`src/rtl/stream_credit_fifo_pkg.sv`:
```
`default_nettype none
// ============================================================================
// Module      : stream_credit_fifo_pkg
// Description : Shared helpers for the per-output credit FIFO: width helper
//               and parameter-range check.
// Revision    : 1.0 - initial release
// ============================================================================
package stream_credit_fifo_pkg;

    // Width of a counter able to hold the values 0..depth inclusive.
    function automatic int unsigned cnt_width(input int unsigned depth);
        return $clog2(depth + 1);
    endfunction

    // Legal configuration: at least one input, two or more entries,
    // and a per-input limit between 1 and the FIFO depth.
    function automatic bit params_ok(input int unsigned num_inp,
                                     input int unsigned depth,
                                     input int unsigned max_per_inp);
        return (num_inp > 0) && (depth >= 2) &&
               (max_per_inp >= 1) && (max_per_inp <= depth);
    endfunction

endpackage
`default_nettype wire

```
`src/rtl/credit_up_down_counter.sv`:
```
`default_nettype none
// ============================================================================
// Module      : credit_up_down_counter
// Description : Saturating up/down occupancy counter for one source index.
//               Simultaneous up and down leave the value unchanged.
// Revision    : 1.0 - initial release
// ============================================================================
module credit_up_down_counter
    import stream_credit_fifo_pkg::*;
#(
    parameter int unsigned Width  = 32'd3,
    parameter int unsigned MaxVal = 32'd4
) (
    input  logic             clk_i,
    input  logic             rst_i,
    input  logic             clear_i,
    input  logic             up_i,
    input  logic             down_i,
    output logic [Width-1:0] q_o
);

    localparam logic [Width-1:0] MaxCnt = Width'(MaxVal);

    // Occupancy register: clear wins, otherwise step and saturate at 0 / MaxVal.
    always_ff @(posedge clk_i) begin
        if (rst_i || clear_i) begin
            q_o <= '0;
        end else if (up_i && !down_i) begin
            if (q_o != MaxCnt) begin
                q_o <= q_o + Width'(1);
            end
        end else if (down_i && !up_i) begin
            if (q_o != '0) begin
                q_o <= q_o - Width'(1);
            end
        end
    end

`ifndef SYNTHESIS
    // Upstream acceptance logic must never let the counter saturate.
    always_ff @(posedge clk_i) begin
        if (!rst_i && !clear_i) begin
            assert (!(up_i && !down_i && (q_o == MaxCnt)))
                else $error("credit_up_down_counter: overflow at %0d", q_o);
            assert (!(down_i && !up_i && (q_o == '0)))
                else $error("credit_up_down_counter: underflow");
        end
    end
`endif

endmodule
`default_nettype wire

```
`src/rtl/stream_credit_fifo.sv`:
```
`default_nettype none
// ============================================================================
// Module      : stream_credit_fifo
// Description : In-order FIFO behind a crossbar output with a per-source
//               occupancy limit and per-source usage reporting.
//               Optional macro STREAM_CREDIT_FIFO_FALLTHROUGH_EN enables an
//               empty-FIFO bypass from input to output in the same cycle.
// Revision    : 1.0 - initial release
// ============================================================================
module stream_credit_fifo
    import stream_credit_fifo_pkg::*;
#(
    parameter int unsigned NumInp    = 32'd0,
    parameter int unsigned Depth     = 32'd4,
    parameter int unsigned MaxPerInp = Depth,
    parameter int unsigned DataWidth = 32'd1,
    parameter type         payload_t = logic [DataWidth-1:0],
    // Derived; do not override.
    parameter int unsigned IdxWidth  = (NumInp > 1) ? $clog2(NumInp) : 1,
    parameter type         idx_inp_t = logic [IdxWidth-1:0],
    parameter int unsigned CntWidth  = cnt_width(Depth)
) (
    input  logic                             clk_i,
    input  logic                             rst_i,
    input  logic                             flush_i,
    input  payload_t                         data_i,
    input  idx_inp_t                         idx_i,
    input  logic                             valid_i,
    output logic                             ready_o,
    output payload_t                         data_o,
    output idx_inp_t                         idx_o,
    output logic                             valid_o,
    input  logic                             ready_i,
    output logic [NumInp-1:0][CntWidth-1:0]  usage_o,
    output logic                             full_o,
    output logic                             empty_o
);

    localparam int unsigned          PtrWidth = $clog2(Depth);
    localparam logic [PtrWidth-1:0]  LastPtr  = PtrWidth'(Depth - 1);
    localparam logic [CntWidth-1:0]  DepthCnt = CntWidth'(Depth);
    localparam logic [CntWidth-1:0]  MaxCnt   = CntWidth'(MaxPerInp);

    typedef struct packed {
        payload_t data;
        idx_inp_t idx;
    } entry_t;

    entry_t                mem [Depth];
    entry_t                head;
    logic [PtrWidth-1:0]   wr_ptr;
    logic [PtrWidth-1:0]   rd_ptr;
    logic [CntWidth-1:0]   count;
    logic [CntWidth-1:0]   sel_usage;
    logic [NumInp-1:0]     cnt_up;
    logic [NumInp-1:0]     cnt_down;
    logic                  idx_in_range;
    logic                  full;
    logic                  empty;
    logic                  stored_valid;
    logic                  push;
    logic                  pop;

    assign full         = (count == DepthCnt);
    assign empty        = (count == '0);
    assign full_o       = full;
    assign empty_o      = empty;
    assign stored_valid = !empty;
    assign head         = mem[rd_ptr];

    // Usage of the source currently offering a beat.
    always_comb begin
        sel_usage = '0;
        for (int i = 0; i < NumInp; i++) begin
            if (idx_i == IdxWidth'(i)) begin
                sel_usage = usage_o[i];
            end
        end
    end

    // Indices beyond NumInp-1 can only occur when NumInp is not a power of two.
    if (NumInp == (1 << IdxWidth)) begin : g_idx_full
        assign idx_in_range = 1'b1;
    end else begin : g_idx_part
        assign idx_in_range = (32'(idx_i) < NumInp);
    end

    // Acceptance uses stored state only, never the consumer ready.
    assign ready_o = !flush_i && !full && idx_in_range && (sel_usage < MaxCnt);

`ifdef STREAM_CREDIT_FIFO_FALLTHROUGH_EN
    logic fall_through;

    assign fall_through = empty && valid_i && ready_o;
    assign valid_o      = stored_valid || fall_through;
    assign data_o       = fall_through ? data_i : head.data;
    assign idx_o        = fall_through ? idx_i  : head.idx;
    // A bypassed beat consumed in the same cycle never touches storage.
    assign push         = valid_i && ready_o && !(fall_through && ready_i);
    assign pop          = stored_valid && ready_i;
`else
    assign valid_o      = stored_valid;
    assign data_o       = head.data;
    assign idx_o        = head.idx;
    assign push         = valid_i && ready_o;
    assign pop          = stored_valid && ready_i;
`endif

    // Pointer and total-count bookkeeping; flush takes priority over traffic.
    always_ff @(posedge clk_i) begin
        if (rst_i || flush_i) begin
            wr_ptr <= '0;
            rd_ptr <= '0;
            count  <= '0;
        end else begin
            if (push) begin
                wr_ptr <= (wr_ptr == LastPtr) ? '0 : wr_ptr + PtrWidth'(1);
            end
            if (pop) begin
                rd_ptr <= (rd_ptr == LastPtr) ? '0 : rd_ptr + PtrWidth'(1);
            end
            case ({push, pop})
                2'b10:   count <= count + CntWidth'(1);
                2'b01:   count <= count - CntWidth'(1);
                default: count <= count;
            endcase
        end
    end

    // Entry storage; flush leaves the contents in place.
    always_ff @(posedge clk_i) begin
        if (rst_i) begin
            for (int i = 0; i < Depth; i++) begin
                mem[i] <= '0;
            end
        end else if (push) begin
            mem[wr_ptr] <= '{data: data_i, idx: idx_i};
        end
    end

    // One occupancy counter per source; a same-index push and pop cancel.
    for (genvar g = 0; g < NumInp; g++) begin : g_usage
        assign cnt_up[g]   = push && (idx_i == IdxWidth'(g));
        assign cnt_down[g] = pop && (head.idx == IdxWidth'(g));

        credit_up_down_counter #(
            .Width  (CntWidth),
            .MaxVal (MaxPerInp)
        ) u_credit_cnt (
            .clk_i   (clk_i),
            .rst_i   (rst_i),
            .clear_i (flush_i),
            .up_i    (cnt_up[g]),
            .down_i  (cnt_down[g]),
            .q_o     (usage_o[g])
        );
    end

`ifndef SYNTHESIS
    // Configuration sanity check.
    always_ff @(posedge clk_i) begin
        assert (params_ok(NumInp, Depth, MaxPerInp))
            else $error("stream_credit_fifo: illegal parameter set");
    end
`endif

endmodule
`default_nettype wire
```
`config.mk`:
```
export PLATFORM = sky130hd
export DESIGN_NAME = stream_credit_fifo
export DESIGN_NICKNAME = d
export VERILOG_FILES = /design/src/rtl/stream_credit_fifo_pkg.sv /design/src/rtl/credit_up_down_counter.sv /design/src/rtl/stream_credit_fifo.sv
export SDC_FILE = /design/constraint.sdc
export NUM_CORES = 1
export LEC_CHECK = 0
export ABC_AREA = 1
export CORE_AREA = 2 2 39 41
export DETAILED_ROUTE_END_ITERATION = 6
export DIE_AREA = 0 0 41 43
export GPL_TIMING_DRIVEN = 0
export SLEW_MARGIN = 20
export SYNTH_ARGS = -nofsm -noshare
export SYNTH_HDL_FRONTEND = slang
export SYNTH_HIERARCHICAL = 1
export SYNTH_SLANG_ARGS = --single-unit
```
`constraint.sdc`:
```
create_clock -name clk_i -period 2.2 [get_ports clk_i]
set_clock_uncertainty 0.1 [all_clocks]
set_input_delay 0.22 -clock clk_i [delete_from_list [all_inputs] [get_ports clk_i]]
set_output_delay 0.22 -clock clk_i [all_outputs]
set_load 0.01 [all_outputs]
```
Word-level counts from Yosys, hierarchy flattened
Cells that the tools add are included.

Add/subtract/negate cells: 1. Equal/unequal tests: 1. Reductions and logical operators: 4.

Operators with widths (count): $eq 3x3->1 const B (1); $logic_not 3->1 (1); $sub 3x1->3 const B (1); $logic_and 1x1->1 (1); $logic_not 1->1 (1); $logic_or 1x1->1 (1).

Register bits: 3. Bits of input ports: 7. Output and inout port bits: 12. Logic and storage cells: 7.

Logic depth before layout (Yosys ltp)
Gate-level depths: netlist of the first run.

Word-level depth: 3. Mapped depth: 6. Depth with buffers taken out: 6.

Worst setup path after synthesis of the first run
OpenSTA, ideal clock, no wires.

Kind: register -> output. Start point: reg count[0]. End point: out empty_o. Data arrival time: 0.811 ns. Required time: 1.880 ns. Path slack: 1.069 ns. Stages on the path, launching flop included: 5. Cell sequence: dfxtp_1 > inv_1 > ha_1 > nand2_2 > inv_1.

Longest elaborated chain between the ends: 1.

RTL lines: from (decl) (RTL line stream_credit_fifo.sv:53) `logic [CntWidth-1:0] count;`; from (signal assigned) (RTL line stream_credit_fifo.sv:123) `2'b10: count <= count + CntWidth'(1);`; from (signal assigned) (RTL line stream_credit_fifo.sv:124) `2'b01: count <= count - CntWidth'(1);`; from (signal assigned) (RTL line stream_credit_fifo.sv:125) `default: count <= count;`; $logic_not 3->1 (RTL line stream_credit_fifo.sv:65) `assign empty = (count == '0);`; to (decl) (RTL line stream_credit_fifo.sv:36) `output logic empty_o`.

No other way between the ends.

Worst setup path after layout of the first run
Start point: reg count[0]. End point: out valid_o.

Longest elaborated chain between the ends: 2.

RTL lines: $logic_not 3->1 (RTL line stream_credit_fifo.sv:65); $logic_not 1->1 (RTL line stream_credit_fifo.sv:68) `assign stored_valid = !empty;`; to (decl) (RTL line stream_credit_fifo.sv:32) `output logic valid_o,`.

No other way between the ends.

==> metrics.md, run 1 <==
| Metric | Value |
|---|---|
| Post-synth top area cell | buf_4 |
| CTS Buf Count | 3 |
| Predominant post-synthesis flop cell | dfxtp_1 |
| Post-synth EDFFs | 0 |
| Final setup TNS | 0 ns |
| Num ports | 19 |
| FILL cells | 157 |
| Antenna diodes | 0 |
| I/O Buffers | 6 |
| Ys async rst share | 0% |
| GP Congestion | 0.6433 |
| Highest clock rate | 543.9 MHz |
| Layout Nets | 63 |
| Synth top area share | 27.84% |
| Postcts setup bufs | 0 |
| Register area share after synthesis | 24.74% |
| Drt drc | 0 |
| Drt wl/cell | 5.188 um |
| Post-synthesis compound-gate area fraction | 6.186% |
| Antenna violations before repair | 0 |
| CP arrival | 1.52 ns |
| Clk_lat worst skew | 0.23 ns |
| CP endpoint kind | output pin |
| Total global-route track usage | 5.829% |
| Initial Utilization | 17.54% |
| Adder-cell share of the synthesized area | 10.31% |
| Top cells by area, synth | buf_4, dfxtp_1, ha_1 |
| Min Tclk post-route | 1.839 ns |
| Placed instance area | 352.8 sq um |
| Syn Area/Cell | 6.935 sq um |
| Fin. Hold Viols | 0 |
| CP Max Fanout | 7 |
| Final setup violation count | 0 |
| Count of state elements after synthesis | 3 |
| Clk sinks | 3 |
| Initial drt markers | 7 |
| Largest net degree at the start of global routing | 8 |
| Main combinational cell family by area after synthesis | buffers and inverters |
| Max reg flops | 3 |
| Die width | 41 um |
| Setup WS pre-CTS | 0.5963 ns |
| Worst setup SP type | flip-flop |
| Layout Cells excl Fill | 69 |
| Hold-fix buffers, CTS | 0 |
| Count leader, synth | buf_4 |
| Post-synthesis xor/xnor area fraction | 0% |
| Peak supply drop | 0.2718 mV |
| Final worst setup slack | 0.3615 ns |
| Simple-gate share of the synthesized area | 21.65% |
| CP Class | reg2out |
| Syn Std Cell Area | 242.7 sq um |
| Distinct cells, synth | 11 |
| Synth warn | 18 |
| Syn Inst Count | 35 |
| Largest Register | count |
| Largest registers | count: 3 flops |
| Total global routing overflow | 0 |
| Vias in the first global route | 164 |
| CTS resizes | 0 |
| Placed Cells | 65 |
| RSZ-0062 raised after global routing | false |
| Post-route cell area | 379.1 sq um |
| DRT Wirelength | 358 um |
| First-pass GRT wire length | 586 um |
| Core area | 0.001384 sq mm |
| Post-route ant nets | 0 |
| Pwr/cell area | 468.7 mW/mm^2 |
| Area growth from synthesis to layout | 56.19% |
| Die ar. | 0.001763 sq mm |
| Worst Path Required | 1.88 ns |
| Worst hold path class | reg2reg |
| Detailed-route via count | 216 |
| Max-cap violations | 0 |
| Mux cell area share after synthesis | 0% |
| Max Buffers Root-to-Sink | 2 |
| Commonest cells in the netlist | buf_4, inv_1, nand3_1, nor2_1 |
| Drt via density | 3.130 |
| CTS tree | done |
| CTS clk-pin slew, worst paths | 0.04 ns |
| Drt pass-1 iters | 2 |
| Final core utilization | 27.40% |
| Slew Limit Fails | 0 |
| Outcome | complete, no violations |
| Root Buffer Master | clkbuf_4 |
| Cell Rows | 14 |
| H-tree levels | 1 |
| Share of layout cells above drive strength 1 | 26.42% |
| Chip Height | 43 um |
| Leak | 0.0001863 uW |
| Fin crit share | 83.57% |
## report_power, final
part	switching [uW]	leakage (uW)	internal, uW	total (uW)
combinational	12.1	0.000147	15.8	27.9
clock	27.2	0.0000150	67.9	95.1
sequential	0	0.0000241	54.7	54.7
total	39.3	0.000186	138	178
## kinds of logic (layout without fill, tap and decap cells)
kind of cell	count (synthesis)	in the layout
DFF	3	3
adders and majority gates	2	2
other	1	9
and+or+nand+nor	12	12
buffers and inverters	14	24
AOI/OAI and AO/OA	3	3
## layout make-up
cell class                 count  area [sq um]  share of cell area (%)
inverter                       5         18.77                   4.950
timing repair buffer           6         60.06                   15.84
clock buffer                   4         26.28                   6.931
buffer                         9         67.56                   17.82
multi-input combinational     26         126.4                   33.33
tap                           16         20.02                   5.281
sequential                     3         60.06                   15.84
## routing by layer
layer  part of all wire (%)  wire length [um]  global-route usage (%)
met2                     49               176                   8.125
met1                     37               134                   3.548
met4                      0                 0                   6.000
met3                     13                47                   6.283
met5                      0                 0                       0
## cell usage in the layout, fill, tap and decap left out
| cell type | n |
|---|---|
| nand2_2 | 1 |
| buf_4 | 9 |
| nand3_1 | 4 |
| nor2_1 | 4 |
| dfxtp_1 | 3 |
| nand2_1 | 3 |
| ha_1 | 2 |
| clkdlybuf4s50_1 | 6 |
| inv_1 | 4 |
| conb_1 | 9 |
| clkbuf_1 | 1 |
| clkbuf_4 | 3 |
| a21oi_1 | 3 |
| inv_2 | 1 |
## stage by stage
stage,hold WS [ns],power (uW)
after floorplan,0.2760,76.12
after global placement,0.3688,82.89
after detailed placement,0.3796,83.07
after CTS,0.3881,182.5
after global routing,0.4280,195.9
final,0.3795,177.7
## worst max-delay path, stage by stage, from the launching register on
cell and delay (ns):
dfxtp_1 0.33, inv_1 0.06, ha_1 0.21, nand2_2 0.13
clkdlybuf4s50_1 0.55
## path summary, 6_finish.rpt
kind	start	to	slack (ns)	cells past startpoint
max	count[0]$_SDFFE_PP0P_	valid_o	0.36	4
min	count[1]$_SDFFE_PP0P_	count[1]$_SDFFE_PP0P_	0.38	2
max reg2reg	count[0]$_SDFFE_PP0P_	count[1]$_SDFFE_PP0P_	1.08	6
min reg2reg	count[1]$_SDFFE_PP0P_	count[1]$_SDFFE_PP0P_	0.38	2
(Power assumes the default switching activity.)
==> run 2, diff against run 1 <==
==> constraint.sdc (replaced) <==
create_clock -name clk_i -period 1.65 [get_ports clk_i]
set_clock_uncertainty 0.1 [all_clocks]
set_input_delay 0.165 -clock clk_i [delete_from_list [all_inputs] [get_ports clk_i]]
set_output_delay 0.165 -clock clk_i [all_outputs]
set_load 0.01 [all_outputs]
==> metrics.md, run 2 (synthesis gave the netlist of run 1 again) <==
| Metric | Value |
|---|---|
| Outcome | complete, no violations |
| CP Max Fanout | 7 |
| Die width | 41 um |
| CTS Buf Count | 3 |
| Reg2reg start | count[0]$_SDFFE_PP0P_ |
| CP endpoint kind | output pin |
| Final setup violation count | 0 |
| Crit path largest cell delay | 0.33 ns |
| Initial Utilization | 17.54% |
| Drt wl/cell | 5.246 um |
| Clk_lat worst skew | 0.23 ns |
| Drt drc | 0 |
| Antenna violations before repair | 0 |
| Largest Register | count |
| Die ar. | 0.001763 sq mm |
| Worst hold path class | reg2reg |
| Fin. Hold Viols | 0 |
| CTS tree | done |
| Antenna diodes | 0 |
| Most frequent CP cell | inv_1 |
| Largest net degree at the start of global routing | 8 |
| Slowest cell on crit path | dfxtp_1 |
| RSZ-0062 raised after global routing | false |
| CP arrival | 1.28 ns |
| Crit path from | count[0]$_SDFFE_PP0P_ |
| Critical path, cell by cell | inv_1 > ha_1 > nand2_2 > inv_1 > dlygate4sd2_1 |
| Peak supply drop | 0.3624 mV |
| Layout Nets | 63 |
| Min Tclk post-route | 1.543 ns |
| Clk sinks | 3 |
| Leak | 0.0001938 uW |
| Max Buffers Root-to-Sink | 2 |
| Total global routing overflow | 0 |
| Area growth from synthesis to layout | 54.64% |
| Worst setup SP type | flip-flop |
| CTS clk-pin slew, worst paths | 0.04 ns |
| First-pass GRT wire length | 586 um |
| Largest registers | count: 3 flops |
| Bufs and invs on worst path | 3 |
| Core area | 0.001384 sq mm |
| Most frequent cells in the layout | buf_4, conb_1, inv_1, nand3_1, nor2_1 |
| Drt via density | 3.145 |
| Total global-route track usage | 5.829% |
| Design Power | 236.9 uW |
| I/O Buffers | 6 |
| Max-cap violations | 0 |
| Detailed-route via count | 217 |
| Drt pass-1 iters | 2 |
| Worst Path Required | 1.38 ns |
| CP Class | reg2out |
| Max reg flops | 3 |
| Post-route ant nets | 0 |
| Cell Rows | 14 |
| GP Congestion | 0.6433 |
| Share of layout cells above drive strength 1 | 26.42% |
| Vias in the first global route | 164 |
| Highest clock rate | 648.1 MHz |
| Hold path startpoint | count[1]$_SDFFE_PP0P_ |
| Slew Limit Fails | 0 |
| Num ports | 19 |
| DRT Wirelength | 362 um |
| Pwr/cell area | 631.1 mW/mm^2 |
| Chip Height | 43 um |
| H-tree levels | 1 |
| Initial drt markers | 5 |
| Fin crit share | 93.52% |
| CP delay by family, top | buffers and inverters |
| Final setup TNS | 0 ns |
| Root Buffer Master | clkbuf_4 |
-- run 2: cell types whose count changed in the layout (fill, tap and decap cells not counted), sizes merged --
cell	change
clkdlybuf4s50	-3
dlygate4sd2	+3
-- run 2: final timing paths --
path | endpoint | slack, ns | cells after the start
worst max-delay path | empty_o | 0.11 | 5
worst min-delay path | count[1]$_SDFFE_PP0P_ | 0.38 | 2
worst max register to register | count[1]$_SDFFE_PP0P_ | 0.54 | 6
worst min register to register | count[1]$_SDFFE_PP0P_ | 0.38 | 2
-- run 2: final cells by class --
type / instances / area [sq um]
inverters: 5 / 18.77
flip-flops and latches: 3 / 60.06
multi-input cells: 26 / 126.4
repair buffers: 6 / 56.30
clock buffers: 4 / 26.28
plain buffers: 9 / 67.56
well taps: 16 / 20.02
fillers: 158 / 1008
-- run 2: tightest hold or removal path, cell delays in order, from the launching register on --
cell     delay [ns]
dfxtp_1        0.32
a21oi_1        0.04
nor2_1         0.08
-- run 2: through the flow --
stage / cells / instance area (sq um) / hold slack (ns) / util [%] / setup slack, ns
CTS: 69 / 375.4 / 0.3881 / 27.12 / 0.09125
detailed placement: 65 / 352.8 / 0.3796 / 25.50 / 0.1013
global route: 69 / 375.4 / 0.4280 / 27.12 / 0.02678
global placement: 65 / 352.8 / 0.3688 / 25.50 / 0.1050
floorplan: 43 / 272.8 / 0.2210 / - / 0.5489
finish: 69 / 375.4 / 0.3795 / 27.12 / 0.1069
-- run 2: where the power goes --
part / switching, uW / internal, uW
Sequential: 0 / 72.9
Clock: 36.3 / 90.5
Combinational: 16.1 / 21.1
Total: 52.4 / 185
-- run 2: layer usage --
layer	wire length (um)	up-vias	track usage, %
met5	0	-	0
met4	0	0	6.000
met3	48	0	6.283
met2	176	11	8.125
met1	137	81	3.548
li1	-	125	-
-- run 2: repair_timing --
action,4_1_cts,5_1_grt
buffers inserted,0,0
hold buffers,0,0
setup endpoints to repair,3,0
resized for setup,3,0
==> run 3, diff against run 2 <==
--- a/config.mk
+++ b/config.mk
@@ -10,6 +10,9 @@
 export DETAILED_ROUTE_END_ITERATION = 6
 export DIE_AREA = 0 0 41 43
 export GPL_TIMING_DRIVEN = 0
+export HOLD_SLACK_MARGIN = 0.05
+export PLACE_DENSITY_LB_ADDON = 0.3
+export REMOVE_ABC_BUFFERS = 1
 export SLEW_MARGIN = 20
 export SYNTH_ARGS = -nofsm -noshare
 export SYNTH_HDL_FRONTEND = slang
==> metrics.md, run 3 (synthesis gave the netlist of run 1 again) <==
| Metric | Value |
|---|---|
| Die width | 41 um |
| R2R Setup Slk | 0.53 ns |
| Drt wl/cell | 5.617 um |
| DP HPWL | 307.2 um |
| Worst hold path class | reg2reg |
| Crit path from | count[0]$_SDFFE_PP0P_ |
| Sw power | 47.06 uW |
| H-tree levels | 1 |
| CTS Buf Count | 3 |
| Internal power | 170.7 uW |
| Most frequent CP cell | inv_1 |
| Largest Register | count |
| Final hold slack | 0.3903 ns |
| Drt drc | 0 |
| FF/Latch Area | 60.06 sq um |
| First-pass GRT wire length | 538 um |
| Root Buffer Master | clkbuf_4 |
| I/O Buffers | 6 |
| Max-cap violations | 0 |
| Max Buffers Root-to-Sink | 2 |
| Largest net degree at the start of global routing | 8 |
| Final core utilization | 22.24% |
| Clk sinks | 3 |
| Fin crit share | 93.60% |
| Worst setup SP type | flip-flop |
| Clock share of power | 56.9% |
| Core area | 0.001384 sq mm |
| Min Tclk post-route | 1.544 ns |
| Antenna diodes | 0 |
| Max reg flops | 3 |
| R2R cell count | 6 |
| Post-route ant nets | 0 |
| Final setup violation count | 0 |
| Final setup TNS | 0 ns |
| Antenna violations before repair | 0 |
| Detailed-route via count | 199 |
| Largest registers | count: 3 flops |
| Layout Nets | 54 |
| Share of layout cells above drive strength 1 | 11.36% |
| Slew Limit Fails | 0 |
| Area growth from synthesis to layout | 26.80% |
| CP Class | reg2out |
| Drt via density | 3.317 |
| RSZ-0062 raised after global routing | false |
| Sequential share of power | 33.5% |
| DRT Wirelength | 337 um |
| Postcts setup bufs | 0 |
| Design Power | 217.8 uW |
| CTS tree | done |
| CP endpoint kind | output pin |
| Critical path, cell by cell | inv_1 > ha_1 > nand2_2 > inv_1 > dlygate4sd2_1 |
| Hold path startpoint | count[1]$_SDFFE_PP0P_ |
| Reg2reg start | count[0]$_SDFFE_PP0P_ |
| Leak | 0.0001447 uW |
| Total global-route track usage | 5.015% |
| Pwr/cell area | 707.5 mW/mm^2 |
| Total global routing overflow | 0 |
| Most common cell after layout, fill and taps aside | conb_1 |
| Sw Ratio | 21.61% |
| CP Max Fanout | 7 |
| Bufs and invs on worst path | 3 |
| Most frequent cells in the layout | conb_1, inv_1, nand3_1, nor2_1 |
| Slowest cell on crit path | dfxtp_1 |
| Num ports | 19 |
| GP Congestion | 0.6676 |
| Vias in the first global route | 146 |
| FILL cells | 159 |
| Initial Utilization | 17.54% |
| Outcome | complete, no violations |
| Fin. Hold Viols | 0 |
| Initial drt markers | 0 |
| Min-Delay Endpoint | count[1]$_SDFFE_PP0P_ |
| Min-Delay Path Depth | 2 |
| Worst Path Required | 1.38 ns |
| Crit path largest cell delay | 0.33 ns |
| Peak supply drop | 0.2139 mV |
| CTS clk-pin slew, worst paths | 0.03 ns |
| Highest clock rate | 647.5 MHz |
| Logic gate share of total power | 9.6% |
| Drt pass-1 iters | 1 |
| Clk_lat worst skew | 0.23 ns |
| CP arrival | 1.28 ns |
| CP delay by family, top | buffers and inverters |
| Cell Rows | 14 |
| Die ar. | 0.001763 sq mm |
| Chip Height | 43 um |
| Worst flop-to-flop path endpoint | count[0]$_SDFFE_PP0P_ |
| Area of the multi-input gates | 126.4 sq um |
[run 3: power groups by stage]
stage	Clock, uW	Sequential [uW]	Combinational [uW]
floorplan	0	74.0	11.6
global placement	0	74.0	20.6
detailed placement	0	74.0	20.8
CTS	131	72.9	20.8
global route	144	72.8	24.6
finish	124	73.0	20.9
[run 3: what timing repair did]
item,CTS,global route
hold buffers,0,0
pin swaps,0,1
endpoints found under the setup margin,3,1
gates resized for setup,3,0
[run 3: metrics by stage]
stage	instances	cell area (sq um)	worst slack, ns
final	60	307.8	0.1056
after global placement	56	285.3	0.08554
after floorplan	34	205.2	0.5489
after detailed placement	56	285.3	0.08637
after global routing	60	307.8	0.001802
after CTS	60	307.8	0.06628
[run 3: layout make-up]
class                   count  share of cell area, %
multi-input cells          26                  41.06
flip-flops and latches      3                  19.51
repair buffers              6                  18.29
clock buffers               4                  8.537
well taps                  16                  6.504
inverters                   5                  6.098
[run 3: worst register-to-register path, stage by stage, from the launching register on]
cell     delay, ns
dfxtp_1       0.33
inv_1         0.07
ha_1          0.22
nand2_2       0.12
nand3_1       0.08
nand2_1       0.06
nor2_1        0.04
[run 3: worst max path at each step]
| stage | endpoint | depth (start not counted) |
|---|---|---|
| finish | empty_o | 5 |
| global route | empty_o | 5 |
| CTS | empty_o | 5 |
| detailed placement | valid_o | 4 |
| global placement | valid_o | 4 |
| floorplan | count[0]$_SDFFE_PP0P_ | 6 |
[run 3: routing by layer]
metal	GRT usage, %	share of wire, %	up-vias
li1	-	-	107
met5	0	0	-
met3	3.141	9.8	0
met2	6.875	56	8
met4	6.000	0	0
met1	4.167	34	84
